**config.mk**
```make
export PLATFORM = sky130hd
export DESIGN_NAME = ece429_fetch_queue
export DESIGN_NICKNAME = d
export VERILOG_FILES = /design/src/rtl/ece429_fetch_queue.sv
export SDC_FILE = /design/constraint.sdc
export NUM_CORES = 1
export LEC_CHECK = 0
export ABC_AREA = 1
export BUFFER_PORTS_ARGS = -buffer_cell sky130_fd_sc_hd__buf_2
export CAP_MARGIN = 15
export CORE_UTILIZATION = 56
export CTS_CLUSTER_SIZE = 20
export DETAILED_ROUTE_END_ITERATION = 6
export GPL_ROUTABILITY_DRIVEN = 0
export GPL_TIMING_DRIVEN = 1
export PLACE_DENSITY = 0.91
export SETUP_SLACK_MARGIN = 0.3
export SKIP_LAST_GASP = 1
export SYNTH_ARGS = -nofsm -noshare
export SYNTH_HDL_FRONTEND = slang
export SYNTH_SLANG_ARGS = --single-unit
```
**constraint.sdc**
```tcl
create_clock -name clock -period 5 [get_ports clock]
set_clock_uncertainty 0.1 [all_clocks]
set_input_delay 1 -clock clock [delete_from_list [all_inputs] [get_ports clock]]
set_output_delay 1 -clock clock [all_outputs]
set_load 0.01 [all_outputs]
```
**src/rtl/ece429_fetch_queue.sv**
```systemverilog
// ece429_fetch_queue
//   Prefetching instruction fetch stage. Issues sequential word reads to a
//   fixed-latency instruction memory, buffers the returned instructions with
//   their PCs in a DEPTH-entry FIFO and presents the FIFO head to decode over
//   a valid/ready handshake. Supports branch redirect (flush + kill of
//   in-flight reads) and an inclusive fetch limit for end-of-program stop.
//
//   Optional build macro: FETCH_PERF_EN enables saturating issue/kill/stall
//   counters; without it the perf outputs are tied to zero.
//
//   Ports:
//     clock, reset            clock, asynchronous active-high reset
//     start_in                pulse: leave IDLE and begin fetching
//     limit_in                last fetchable address (inclusive)
//     redirect_in/_pc_in      branch redirect request and target
//     mem_*                   memory request side (read-only, word size)
//     mem_data_in             read data, MEM_LATENCY cycles after issue
//     dec_valid/ready/insn/pc decode handshake on the FIFO head
//     done_out, error_out     sticky completion / misaligned-redirect flags
//     perf_*_out              performance counters (FETCH_PERF_EN)

module ece429_fetch_queue #(
   parameter int unsigned DEPTH       = 4,
   parameter int unsigned MEM_LATENCY = 1,
   parameter logic [31:0] RESET_PC    = 32'h8002_0000
) (
   input  logic        clock,
   input  logic        reset,
   input  logic        start_in,
   input  logic [31:0] limit_in,
   input  logic        redirect_in,
   input  logic [31:0] redirect_pc_in,
   output logic [31:0] mem_addr_out,
   output logic        mem_req_out,
   output logic        mem_rw_out,
   output logic [1:0]  mem_access_size_out,
   input  logic [31:0] mem_data_in,
   output logic        dec_valid_out,
   input  logic        dec_ready_in,
   output logic [31:0] dec_insn_out,
   output logic [31:0] dec_pc_out,
   output logic        done_out,
   output logic        error_out,
   output logic [31:0] perf_issue_out,
   output logic [31:0] perf_kill_out,
   output logic [31:0] perf_stall_out
);

   localparam int unsigned PTR_W = (DEPTH > 1) ? $clog2(DEPTH) : 1;

   localparam logic [1:0] IDLE = 2'd0;
   localparam logic [1:0] RUN  = 2'd1;
   localparam logic [1:0] HALT = 2'd2;

   logic [1:0]             state;
   logic [31:0]            pc;
   logic [31:0]            lastAddr;
   logic                   doneReg;
   logic                   errorReg;

   logic [31:0]            fifoInsn [DEPTH];
   logic [31:0]            fifoPc   [DEPTH];
   logic [PTR_W-1:0]       rdPtr;
   logic [PTR_W-1:0]       wrPtr;
   logic [PTR_W:0]         fifoCount;

   logic [MEM_LATENCY-1:0] pipeValid;
   logic [MEM_LATENCY-1:0] pipeKill;
   logic [31:0]            pipePc [MEM_LATENCY];

   logic [3:0]             inflight;
   logic                   redirectRun;
   logic                   redirectBad;
   logic                   issue;
   logic                   drained;
   logic                   exitValid;
   logic                   exitKill;
   logic                   push;
   logic                   pop;
   logic                   decValid;

   // Only live (non-killed) reads hold a FIFO credit; killed ones never push.
   always_comb begin
      inflight = '0;
      for (int unsigned i = 0; i < MEM_LATENCY; i++) begin
         if (pipeValid[i] && !pipeKill[i]) inflight = inflight + 4'd1;
      end
   end

   assign redirectRun = (state == RUN) && redirect_in;
   assign redirectBad = redirectRun && (redirect_pc_in[1:0] != 2'b00);
   assign issue       = (state == RUN) && !redirect_in && (pc <= limit_in) &&
                        ((32'(fifoCount) + 32'(inflight)) < DEPTH);
   assign drained     = (pc > limit_in) && (inflight == 4'd0) && (fifoCount == '0);
   assign exitValid   = pipeValid[MEM_LATENCY-1];
   assign exitKill    = pipeKill[MEM_LATENCY-1];
   // A response landing in a redirect cycle belongs to the old stream.
   assign push        = exitValid && !exitKill && !redirectRun;
   assign decValid    = (fifoCount != '0);
   assign pop         = decValid && dec_ready_in;

   always_ff @(posedge clock or posedge reset) begin
      if (reset) begin
         state    <= IDLE;
         pc       <= RESET_PC;
         lastAddr <= RESET_PC;
         doneReg  <= 1'b0;
         errorReg <= 1'b0;
      end else begin
         case (state)
            IDLE: if (start_in) state <= RUN;
            RUN: begin
               if (redirectRun) begin
                  if (redirectBad) begin
                     state    <= HALT;
                     errorReg <= 1'b1;
                  end else begin
                     pc <= redirect_pc_in;
                  end
               end else if (issue) begin
                  pc       <= pc + 32'd4;
                  lastAddr <= pc;
               end else if (drained) begin
                  state   <= HALT;
                  doneReg <= 1'b1;
               end
            end
            default: ;
         endcase
      end
   end

   // Read pipe: stage MEM_LATENCY-1 lines up with valid mem_data_in.
   always_ff @(posedge clock or posedge reset) begin
      if (reset) begin
         pipeValid <= '0;
         pipeKill  <= '0;
         for (int unsigned i = 0; i < MEM_LATENCY; i++) pipePc[i] <= '0;
      end else begin
         for (int unsigned i = 1; i < MEM_LATENCY; i++) begin
            pipeValid[i] <= pipeValid[i-1];
            pipeKill[i]  <= pipeKill[i-1] | redirectRun;
            pipePc[i]    <= pipePc[i-1];
         end
         pipeValid[0] <= issue;
         pipeKill[0]  <= 1'b0;
         pipePc[0]    <= pc;
      end
   end

   always_ff @(posedge clock or posedge reset) begin
      if (reset) begin
         rdPtr     <= '0;
         wrPtr     <= '0;
         fifoCount <= '0;
      end else if (redirectRun) begin
         rdPtr     <= '0;
         wrPtr     <= '0;
         fifoCount <= '0;
      end else begin
         if (push) wrPtr <= wrPtr + 1'b1;
         if (pop)  rdPtr <= rdPtr + 1'b1;
         case ({push, pop})
            2'b10:   fifoCount <= fifoCount + 1'b1;
            2'b01:   fifoCount <= fifoCount - 1'b1;
            default: ;
         endcase
      end
   end

   always_ff @(posedge clock) begin
      if (push) begin
         fifoInsn[wrPtr] <= mem_data_in;
         fifoPc[wrPtr]   <= pipePc[MEM_LATENCY-1];
      end
   end

   assign mem_addr_out        = issue ? pc : lastAddr;
   assign mem_req_out         = issue;
   assign mem_rw_out          = 1'b0;
   assign mem_access_size_out = 2'b00;
   assign dec_valid_out       = decValid;
   assign dec_insn_out        = decValid ? fifoInsn[rdPtr] : '0;
   assign dec_pc_out          = decValid ? fifoPc[rdPtr] : '0;
   assign done_out            = doneReg;
   assign error_out           = errorReg;

`ifdef FETCH_PERF_EN
   logic [31:0] perfIssue;
   logic [31:0] perfKill;
   logic [31:0] perfStall;

   always_ff @(posedge clock or posedge reset) begin
      if (reset) begin
         perfIssue <= '0;
         perfKill  <= '0;
         perfStall <= '0;
      end else begin
         if (issue && (perfIssue != '1)) perfIssue <= perfIssue + 32'd1;
         if (exitValid && (exitKill || redirectRun) && (perfKill != '1))
            perfKill <= perfKill + 32'd1;
         if (decValid && !dec_ready_in && (perfStall != '1)) perfStall <= perfStall + 32'd1;
      end
   end

   assign perf_issue_out = perfIssue;
   assign perf_kill_out  = perfKill;
   assign perf_stall_out = perfStall;
`else
   assign perf_issue_out = '0;
   assign perf_kill_out  = '0;
   assign perf_stall_out = '0;
`endif

endmodule

```
After elaboration in Yosys (flattened, before gate mapping). Memory sizes are Yosys's and may differ from the RTL's. Index checks and enable logic that the tools add are counted.

Memory bits (writable): 256. Output and inout bits: 199. Logic and storage cells: 78. Memories: 2. Latch bits: 0. Input bits: 101. ROM bits: 0. Flip-flop bits (word level): 108.

Equality and inequality tests: 8. Magnitude comparators: 3. Multiplexer cells: 21. Divide/modulo/power cells: 0. Bitwise operators: 2. Reductions and logical operators: 26. $add $sub $neg: 6. Shift operators: 0. $mul: 0.

Memories: fifoInsn (words 4, width 32, rd ports 1, clocked after Yosys merged registers in 0, write ports 1, RTL line 61) `logic [31:0] fifoInsn [DEPTH];`; fifoPc (words 4, width 32, rd ports 1, clocked after Yosys merged registers in 0, write ports 1, RTL line 62) `logic [31:0] fifoPc [DEPTH];`.

Operators by type and width (number): $mux 32 (6); $add 32x3->32 const B (1); $gt 32x32->1 (1); $le 32x32->1 (1); $mux 2 (9); $reduce_bool 2->1 (5); $logic_and 1x1->1 (9); $ne 3x3->1 const B (3); $pmux 3 s2 (1); $reduce_and 3->1 (2); $reduce_bool 3->1 (2); $add 3x4->5 (1); $lt 5x3->1 const B (1); $reduce_and 5->1 (1); $add 2x1->2 const B (2); $eq 2x1->1 const B (2); $logic_not 4->1 (1); $ne 2x2->1 const B (2); $pmux 2 s2 (1); $reduce_and 4->1 (1); $add 3x1->3 const B (1); $logic_not 3->1 (1); $mux 1 (3); $mux 3 (1); other kinds (6) (8).

Logic depth before layout (Yosys ltp). Gate-level depths: netlist of run 1.

Depth after elaboration: 8. Gate-level depth with buffers: 20. Mapped depth without buffers: 18.

Worst setup path after synthesis of run 1. Ideal clock, no wire load.

Kind: input to register. Start point: in redirect_in. End point: mem fifoInsn[0][0], enable pin. Setup slack: 392 ps. Data arrival time: 4022 ps. Data required time: 4413 ps. Setup time: 487 ps. Path buffers: 0. Stages: 3. Cell sequence: nand2_1 nand2_1 nor2_1.

Cells in the longest elaborated chain, start to end: 5.

RTL lines: start: declaration (RTL line 31) `input logic redirect_in,`; $logic_and 1x1->1 (RTL line 90) `assign redirectRun = (state == RUN) && redirect_in;`; $logic_not 1->1 (RTL line 98) `assign push = exitValid && !exitKill && !redirectRun;`; $logic_and 1x1->1 (RTL line 98); $mux 1 (RTL line 172) `if (push) begin`; $mux 1 (implied by the code) (RTL line 173) `fifoInsn[wrPtr] <= mem_data_in;`; end: declaration (RTL line 61).

Every way passes these cells.

Worst setup path in the final report of run 1.
Start point: in limit_in[23]. End point: out mem_addr_out[30].

Cells in the longest elaborated chain, start to end: 4.

RTL lines: start: declaration (RTL line 30) `input logic [31:0] limit_in,`; $le 32x32->1 (RTL line 92) `assign issue = (state == RUN) && !redirect_in && (pc <= limit_in) &&`; $logic_and 1x1->1 (2 in a row) (RTL line 92); $mux 32 (RTL line 178) `assign mem_addr_out = issue ? pc : lastAddr;`; end: declaration (RTL line 33) `output logic [31:0] mem_addr_out,`.

Every way passes these cells.

==> results by group, run 1 <==
Logic synthesis
  • Seq/Total Area, Yosys: 0.6274
  • Synth top cells by count: 291 x nor2_1, 256 x edfxtp_1, 208 x nand2_1
  • Synth Instances: 1,595
  • Async SR Flop Fraction: 0.2967
  • Post-synth top flop: edfxtp_1
  • EDFF count, synth: 256
  • Share of the synthesized area in the top cell type: 0.4640
  • Yosys warning count: 0
  • Synth area leader: edfxtp_1
  • Most common cell in the netlist: nor2_1
  • Cell area after synthesis: 16,570 um2
  • Seq cells post-synth: 364
  • Post-synthesis average cell area: 10.39 um2
  • Area contributors post-synth: edfxtp_1 46%, dfrtp_1 16%, nor2_1 6.6%, o21ai_0 6.0%, nand2_1 4.7%
  • Count of cell types in the netlist: 46

Pwr
  • Leak: 7.954 nW
  • Worst vdd ir: 0.0002514 V
  • PD cells: 449.9 nW/um2

Timing
  • Hold WS: 293.4 ps
  • Max-slew violations: 0
  • Fmax: 225.7 MHz
  • Final setup vio count: 0
  • Fin. Hold Viols: 0
  • Slew @ Worst Pin: 982.6 ps
  • RSZ-0062 raised after global routing: no
  • Final setup margin: 569.6 ps
  • Minimum clock period after layout: 4430 ps
  • Period utilisation layout: 0.8861
  • Final TNS setup: 0 ps
  • Slew HR: 0.3449

Worst setup path
  • Worst endpoint data arrival time: 3330 ps
  • Critical Path Source: limit_in[23]
  • Crit path kind: input pin to output port
  • Critical Path Start Type: input pin
  • CP required: 3900 ps
  • Reg2reg start: pc[23]
  • Crit end category: output port
  • Worst-path maximum fanout: 33

Detailed routing
  • DRT iter0 DRCs: 1,311
  • Drc violations: 0
  • Final WL: 38,800 um
  • WL/cell: 17.65 um
  • Via density: 5.447
  • Final ANT Viol Nets: 0
  • DR pass1 iterations: 5
  • Via count: 11,970

Global routing
  • First-pass GRT wire length: 60,010 um
  • GRT overflow: 0
  • Total GRT Usage: 0.2537
  • Vias in the first global route: 11,530
  • Largest net degree at the start of global routing: 73
  • Initial antenna violation count: 6

Floorplan
  • Ports: 300
  • Row count: 62
  • Initial core utilization: 0.5726
  • Die Area: 30,280 um2
  • Die width: 174.0 um
  • Vert. Die Dim: 174.0 um
  • Core ar.: 28,940 um2

Placement
  • Post-DP HPWL: 24,570 um
  • Cell count after placement: 2,126
  • Pre-CTS WS: 642.6 ps
  • Area after DPL: 17,540 um2
  • Port Buffers: 200

Clock network
  • Clock slew at reported path FFs: 60 ps
  • H-tree Lvls: 2
  • CTS Root Cell: clkbuf_16
  • Worst-Skew Late Latency: 520 ps
  • Clk sinks: 364
  • Post-CTS sizing: 0
  • TritonCTS clock tree: yes
  • Post-CTS setup buffers: 0
  • Clk buf depth: 3
  • CTS Buf Count: 38
  • Cts hold-fix bufs: 0

Final layout
  • Nets@finish: 1,921
  • Fin area: 18,710 um2
  • Area grow syn2layout: 12.94%
  • Post-Layout Cell Count: 2,198
  • Fraction of layout cells with a size suffix above 1: 0.1822

Hold path
  • Worst Hold Class: register to register
  • Hold path startpoint: pc[0]

Job
  • Max cap viols: 0

Outcome
  • Status: complete, no violations
-- power breakdown --
| part | leakage, nW | switching, mW | internal, mW | total (mW) |
|---|---|---|---|---|
| Sequential | 3.66 | 0.147 | 3.28 | 3.43 |
| Clock | 0.576 | 1.12 | 1.50 | 2.62 |
| Combinational | 3.72 | 1.55 | 0.824 | 2.37 |
-- layout make-up --
type	count	area, um2
Sequential cell	364	10400
Fill cell	2139	10220
Multi-Input combinational cell	1061	5154
Timing Repair Buffer	218	1136
Clock buffer	44	1005
Tap cell	384	480.5
Inverter	99	374.1
Clock inverter	25	156.4
Antenna cell	3	7.507
-- cells by family after synthesis --
logic type / share of synthesized area
multiplexers: 0.0006042
buffers and inverters: 0.08616
other: 0.0002263
AND/OR/NAND/NOR: 0.1419
adder cells (fa/ha/maj): 0.02915
XOR/XNOR: 0.01004
AO/OA/AOI/OAI: 0.1045
flip-flops: 0.6274
-- worst paths after layout --
kind / to / slack [ps] / cells after the start
min: pipePc[0] / 290 / 0
max: mem_addr_out[30] / 570 / 15
min reg2reg: pipePc[0] / 290 / 0
min in group asynchronous: pipePc[4] / 560 / 2
max reg2reg: pc[14] / 1760 / 13
max in group asynchronous: lastAddr[17] / 3180 / 3
-- metal layers --
layer | share of wire | global-route usage
met1 | 0.40 | 0.3342
met2 | 0.48 | 0.4127
met3 | 0.086 | 0.05490
met4 | 0.031 | 0.09942
met5 | 0.00057 | 0
-- metrics by stage --
step	util	power (mW)
finish	0.6467	8.420
global route	0.6465	8.829
CTS	0.6463	8.455
detailed placement	0.6062	5.846
global placement	0.6062	5.756
floorplan	-	5.011
-- placed cells by master, fill, tap and decap left out, drive strengths merged --
cell type and n:
buf 218, mux2i 1, a21o 2, fa 1, clkbuf 44, nand2 215
nor2 295, xor2 17, diode 3, nand3 27, bufinv 1, a31oi 2
a311oi 1, dfrtp 104, or2 2, a21oi 90, o21a 1, o31ai 1
o21bai 2, clkinvlp 2, conb 99, and3 1, nor3b 1, nand4 11
ha 37, inv 101, nor4 4, o21ai 225, nor3 19, a22oi 1
nand3b 3, and2 1, xnor2 2, edfxtp 256, dfstp 4, clkinv 20
-- flip-flops by register name, indices dropped and copies added, names as in the netlist --
name	flops
done_out	1
error_out	1
exitValid	1
fifoCount	3
fifoInsn	128
fifoPc	128
lastAddr	32
pc	32
pipePc	32
rdPtr	2
state	2
wrPtr	2
-- worst max-delay path: stages --
cell	delay, ps
buf_2	80
inv_1	30
ha_1	330
nand2_1	60
nor2_1	140
nand4_1	110
nor3b_2	260
nand2_1	90
nand2_1	90
nand2_2	80
nand2_4	280
buf_4	320
nand2_1	120
o21ai_1	140
buf_2	170
(Power assumes the default switching activity.)
==> run 2: changes to the inputs <==
--- a/config.mk
+++ b/config.mk
@@ -14,6 +14,7 @@
 export GPL_ROUTABILITY_DRIVEN = 0
 export GPL_TIMING_DRIVEN = 1
 export PLACE_DENSITY = 0.91
+export RECOVER_POWER = 100
 export SETUP_SLACK_MARGIN = 0.3
 export SKIP_LAST_GASP = 1
 export SYNTH_ARGS = -nofsm -noshare
==> run 2 against run 1 <==
  * The run now ends with capacitance limit, slew limit left
  * Non-clock buffer count stayed put
  * Worst hold slack better by 1.3 ps
  * Critical path depth is 9 lower
  * Register-to-register slack worse by 950 ps
  * Design area is 1.5% lower
  * Via count is 0.38% higher
  * Routed wire length is 0.39% higher
  * Cell count hardly changed
  * Largest cell class unchanged
  * Largest power group unchanged
==> results by group, run 2 (synthesis results as in run 1) <==
Outcome
  • Status: complete, but fails checks
  • Failing checks: capacitance limit, slew limit

Hold path
  • Worst Hold Path EP: pipePc[0]
  • Hold path startpoint: pc[0]
  • Min-Delay Path Depth: 0 (unchanged)
  • Worst Hold Class: register to register

Final layout
  • Most common cell after layout, fill and taps aside: nor2_1
  • Post-Route Utilization: 0.6368 (-0.009946)
  • Most frequent cells in the layout: 289 x nor2_1, 256 x edfxtp_1, 217 x o21ai_0, 210 x nand2_1, 138 x clkbuf_1
  • Fraction of layout cells with a size suffix above 1: 0.09442 (-0.08780)
  • Area grow syn2layout: 11.21%
  • Nets@finish: 1,921 (unchanged)
  • Biggest regs: fifoInsn: 128 flops, fifoPc: 128 flops

Floorplan
  • Row count: 62 (unchanged)
  • Vert. Die Dim: 174.0 um (unchanged)
  • Initial core utilization: 0.5726 (unchanged)
  • Ports: 300 (unchanged)
  • Die width: 174.0 um (unchanged)
  • Die Area: 30,280 um2 (unchanged)
  • Core ar.: 28,940 um2 (unchanged)

Worst setup path
  • Worst reg2reg endpoint: pc[14]
  • Worst-path maximum fanout: 67 (+100%)
  • CP required: 3900 ps (about the same)
  • Crit end category: output port
  • Worst Reg-to-Reg Cells: 9 (-4)
  • Crit path kind: register to output port
  • Critical Path Start Type: register
  • Worst endpoint data arrival time: 3430 ps (+100 ps)
  • Crit-path slowest cell: clkbuf_2
  • Reg2reg start: state[1]
  • Buf/Inv on CP: 2 (-2)
  • R2R setup slack: 810 ps (-950 ps)
  • CP most frequent cell: nor2_1
  • Critical path's top delay family: buffers and inverters
  • Worst path max stage delay: 1130 ps (+800 ps)
  • Worst-path cell chain: clkbuf_2 -> nor2_1 -> nor2_1 -> o21ai_0 -> a21oi_1 -> clkbuf_1

Timing
  • Final setup vio count: 0 (unchanged)
  • Slew HR: -1.031 (-1.376)
  • Hold WS: 294.7 ps (+1.319 ps)
  • RSZ-0062 raised after global routing: no
  • Slew @ Worst Pin: 3029 ps (+2047 ps)
  • Fmax: 220.9 MHz (-2.1%)
  • Period utilisation layout: 0.9052 (+0.01917)
  • Minimum clock period after layout: 4526 ps (+95.83 ps)
  • Final TNS setup: 0 ps (unchanged)
  • Fin. Hold Viols: 0 (unchanged)
  • Max-slew violations: 302 (+302)

Detailed routing
  • Final ANT Viol Nets: 0 (unchanged)
  • DRT iter0 DRCs: 1,326 (+1.1%)
  • DR pass1 iterations: 5 (unchanged)
  • Via count: 12,020 (+0.38%)
  • Final WL: 38,950 um (+0.39%)
  • WL/cell: 17.71 um (+0.35%)
  • Via density: 5.465 (+0.33%)
  • Drc violations: 0 (unchanged)

Pwr
  • Worst vdd ir: 0.0002501 V (-0.53%)
  • Leak: 7.518 nW (-5.5%)
  • PD cells: 452.3 nW/um2 (+0.53%)

Clock network
  • Clock slew at reported path FFs: 60 ps (about the same)
  • Clk sinks: 364 (unchanged)
  • TritonCTS clock tree: yes
  • CTS Root Cell: clkbuf_16
  • Worst-Skew Late Latency: 520 ps (about the same)
  • CTS Buf Count: 38 (unchanged)
  • H-tree Lvls: 2 (unchanged)
  • Clk buf depth: 3 (unchanged)

Global routing
  • Largest net degree at the start of global routing: 73 (unchanged)
  • Vias in the first global route: 11,530 (unchanged)
  • GRT overflow: 0 (unchanged)
  • Total GRT Usage: 0.2537 (unchanged)
  • First-pass GRT wire length: 60,010 um (unchanged)
  • Initial antenna violation count: 6 (unchanged)

Placement
  • Port Buffers: 200 (unchanged)
  • Post-DP HPWL: 24,570 um (unchanged)

Job
  • Max cap viols: 6 (+6)
run 2: cell count changes in the layout (fill, tap and decap cells not counted), sizes merged:
cell	delta
buf	-141
clkbuf	+141
clkinvlp	+1
diode	+1
inv	-1
run 2: metrics by stage:
stage               instance area [um2]  setup WS (ps)  instances  total power, mW
CTS                               18700          578.1       2195            8.455
detailed placement                17540          642.6       2126            5.846
global route                      18420          195.1       2196            8.741
global placement                  17540          721.2       2126            5.756
floorplan                         16940          391.7       1693            5.011
finish                            18430          473.8       2199            8.334
run 2: layer usage:
metal	global-route usage	vias up	wire (um)
li1	-	5566	-
met1	0.3342	5680	15350
met2	0.4127	666	18660
met3	0.05490	103	3653
met4	0.09942	2	1277
met5	0	-	10
run 2: worst max-delay path by stage:
| stage | end | startpoint | cells past startpoint | slack, ps |
|---|---|---|---|---|
| detailed placement | mem_addr_out[16] | limit_in[11] | 17 | 640 |
| CTS | mem_addr_out[1] | limit_in[11] | 17 | 580 |
| global placement | mem_addr_out[16] | limit_in[11] | 17 | 720 |
| floorplan | fifoInsn[0][0] | redirect_in | 3 | 390 |
| finish | dec_insn_out[18] | rdPtr[0] | 6 | 470 |
| global route | dec_pc_out[26] | rdPtr[0] | 6 | 200 |
run 2: power by group:
part / internal [mW] / switching (mW)
sequential: 3.28 / 0.144
clock: 1.50 / 1.12
combinational: 0.721 / 1.57
run 2: cell type report:
type / instances / area (um2)
clock buffer: 44 / 1005
timing repair buffer: 218 / 938.4
antenna: 4 / 10.01
tap: 384 / 480.5
clock inverter: 25 / 156.4
sequential: 364 / 10400
multi-input combinational: 1061 / 5062
fill: 2247 / 10510
inverter: 99 / 372.9
run 2: repair_timing:
action / 4_1_cts / 5_1_grt
setup endpoints to repair: 0 / 18
hold buffers: 0 / 0
gates resized for setup: 0 / 1
buffers inserted: 0 / 0
==> run 3: changes to the inputs <==
--- a/config.mk
+++ b/config.mk
@@ -5,7 +5,6 @@
 export SDC_FILE = /design/constraint.sdc
 export NUM_CORES = 1
 export LEC_CHECK = 0
-export ABC_AREA = 1
 export BUFFER_PORTS_ARGS = -buffer_cell sky130_fd_sc_hd__buf_2
 export CAP_MARGIN = 15
 export CORE_UTILIZATION = 56
@@ -13,6 +12,7 @@
 export DETAILED_ROUTE_END_ITERATION = 6
 export GPL_ROUTABILITY_DRIVEN = 0
 export GPL_TIMING_DRIVEN = 1
+export HOLD_SLACK_MARGIN = 0.15
 export PLACE_DENSITY = 0.91
 export RECOVER_POWER = 100
 export SETUP_SLACK_MARGIN = 0.3
==> run 3 against run 2 <==
  * The run still ends with capacitance limit, slew limit left
  * Worst hold slack improved by 78 ps
  * Total power rose by 5.3%
  * Die area is 2.0% lower
  * Largest cell class unchanged
  * Largest power group unchanged
==> results by group, run 3 <==
Worst setup path
  • Worst reg2reg endpoint: state[1]
  • Reg2reg start: pc[27]
  • Worst-path maximum fanout: 9 (-87%)
  • Critical Path Start Type: register
  • Crit path kind: register to output port
  • R2R setup slack: 530 ps (-280 ps)
  • Worst endpoint data arrival time: 3580 ps (+150 ps)
  • Worst Reg-to-Reg Cells: 11 (+2)
  • Crit end category: output port
  • CP required: 3900 ps (about the same)

Clock network
  • Clock slew at reported path FFs: 60 ps (about the same)
  • H-tree Lvls: 2 (unchanged)
  • Worst-Skew Late Latency: 520 ps (about the same)
  • Clk buf depth: 3 (unchanged)
  • Clk sinks: 364 (unchanged)
  • CTS Root Cell: clkbuf_16
  • CTS Buf Count: 38 (unchanged)
  • TritonCTS clock tree: yes
  • Cts hold-fix bufs: 0 (unchanged)

Detailed routing
  • DR pass1 iterations: 5 (unchanged)
  • Via density: 5.672 (+3.8%)
  • Drc violations: 0 (unchanged)
  • WL/cell: 20.94 um (+18%)
  • Final ANT Viol Nets: 0 (unchanged)
  • DRT iter0 DRCs: 920 (-31%)
  • Via count: 9,648 (-20%)
  • Final WL: 35,620 um (-8.6%)

Hold path
  • Min-Delay Path Depth: 1 (+1)
  • Worst Hold Path EP: error_out
  • Hold path startpoint: error_out
  • Worst Hold Class: register to register

Logic synthesis
  • Synth area leader: edfxtp_1
  • Area contributors post-synth: edfxtp_1 47%, dfrtp_1 16%, mux4_2 8.9%, buf_4 4.6%, mux2_2 4.4%
  • Synth Instances: 1,069 (-33%)
  • Yosys warning count: 0 (unchanged)
  • Seq/Total Area, Yosys: 0.6406 (+0.01321)
  • Seq cells post-synth: 364 (unchanged)
  • EDFF count, synth: 256 (unchanged)
  • Cell area after synthesis: 16,230 um2 (-2.1%)
  • Async SR Flop Fraction: 0.2967 (unchanged)
  • Most common cell in the netlist: edfxtp_1
  • Post-synth top flop: edfxtp_1
  • Count of cell types in the netlist: 62 (+35%)
  • Synth top cells by count: 256 x edfxtp_1, 104 x dfrtp_1, 100 x buf_4
  • Post-synthesis average cell area: 15.18 um2 (+46%)
  • Share of the synthesized area in the top cell type: 0.4737 (+0.009767)

Final layout
  • Most frequent cells in the layout: 256 x edfxtp_1, 128 x clkbuf_1, 110 x buf_2, 102 x dfrtp_1, 99 x conb_1
  • Area grow syn2layout: 13.42%
  • Biggest regs: fifoInsn: 128 flops, fifoPc: 128 flops
  • Most common cell after layout, fill and taps aside: edfxtp_1
  • Nets@finish: 1,431 (-26%)
  • Fraction of layout cells with a size suffix above 1: 0.2443 (+0.1499)

Timing
  • Slew HR: -0.8467 (+0.1839)
  • Slew @ Worst Pin: 2755 ps (-274.4 ps)
  • Fmax: 213.8 MHz (-3.2%)
  • Fin. Hold Viols: 0 (unchanged)
  • Final setup vio count: 0 (unchanged)
  • Max-slew violations: 438 (+45%)
  • Period utilisation layout: 0.9355 (+0.03023)
  • Minimum clock period after layout: 4677 ps (+151.1 ps)
  • Final setup margin: 322.6 ps (-151.1 ps)
  • Final TNS setup: 0 ps (unchanged)
  • RSZ-0062 raised after global routing: no

Floorplan
  • Die Area: 29,660 um2 (-2.0%)
  • Initial core utilization: 0.5762 (+0.003567)
  • Ports: 300 (unchanged)
  • Core ar.: 28,160 um2 (-2.7%)
  • Die width: 172.2 um (-1.0%)
  • Vert. Die Dim: 172.2 um (-1.0%)
  • Row count: 61 (-1.6%)

Global routing
  • First-pass GRT wire length: 52,660 um (-12%)
  • Initial antenna violation count: 1 (-5)
  • Largest net degree at the start of global routing: 68 (-6.8%)
  • Total GRT Usage: 0.2381 (-0.01560)
  • Vias in the first global route: 9,663 (-16%)
  • GRT overflow: 0 (unchanged)

Job
  • Max cap viols: 8 (+2)

Pwr
  • PD cells: 477.0 nW/um2 (+5.5%)
  • Worst vdd ir: 0.0003561 V (+42%)
  • Leak: 7.171 nW (-4.6%)

Placement
  • Post-DP HPWL: 22,360 um (-9.0%)
  • Port Buffers: 200 (unchanged)
  • Pre-CTS WS: 457.1 ps (-185.4 ps)

Outcome
  • Failing checks: capacitance limit, slew limit
  • Status: complete, but fails checks
run 3: metal layers:
metal	wire length [um]	global-route usage
met1	14110	0.3045
met4	684	0.06964
met5	0	0
met3	2587	0.04601
met2	18230	0.4130
run 3: how the worst max path moves through the flow:
stage	end	depth (start not counted)	startpoint
after floorplan	mem_addr_out[0]	11	limit_in[30]
after global placement	mem_addr_out[12]	12	limit_in[7]
after detailed placement	mem_addr_out[18]	13	limit_in[14]
after CTS	mem_addr_out[14]	13	limit_in[13]
after global routing	mem_addr_out[20]	11	pc[27]
final	mem_addr_out[20]	10	pc[27]
run 3: critical path: stages, from the launching register on:
cell and delay, ps:
dfrtp_1 360, clkbuf_1 250, ha_1 400, nand4_1 190
nor4_1 540, and3_1 270, o21bai_2 140, nand2_1 210
buf_4 230, mux2_2 220, clkbuf_1 260
run 3: through the flow:
step	hold WS (ps)	area, um2	instances	util	power, mW
2_1_floorplan	272.6	16590	1167	-	5.361
3_3_place_gp	345.0	17420	1626	0.6185	6.137
3_5_place_dp	347.0	17420	1626	0.6185	6.223
4_1_cts	368.1	18620	1696	0.6610	8.938
5_1_grt	372.5	18400	1701	0.6535	9.217
6_report	372.8	18400	1701	0.6535	8.780
run 3: kinds of logic after synthesis:
| family | count (synthesis) | synth area share |
|---|---|---|
| flops | 364 | 0.6406 |
| simple gates | 203 | 0.06824 |
| buf+inv | 201 | 0.07094 |
| mux | 130 | 0.1345 |
| compound gates | 126 | 0.05251 |
| fa+ha+maj | 38 | 0.02976 |
| xor+xnor | 6 | 0.003238 |
| other cells | 1 | 0.0002311 |
run 3: cell type report:
cell class	count	area [um2]
flip-flops and latches	364	10400
fillers	2054	9759
multi-input cells	602	5050
repair buffers	235	1085
clock buffers	50	1006
well taps	378	473.0
clock inverters	20	192.7
inverters	51	192.7
diodes	1	2.502
run 3: timing repair:
action,CTS,global route
setup buffers,0,2
gates resized for setup,0,2
setup endpoints to repair,0,31
run 3: where the power goes:
part | switching [mW] | total (mW) | internal [mW]
Sequential | 0.407 | 3.89 | 3.49
Combinational | 1.07 | 2.17 | 1.09
Clock | 1.13 | 2.72 | 1.58
Total | 2.61 | 8.78 | 6.17
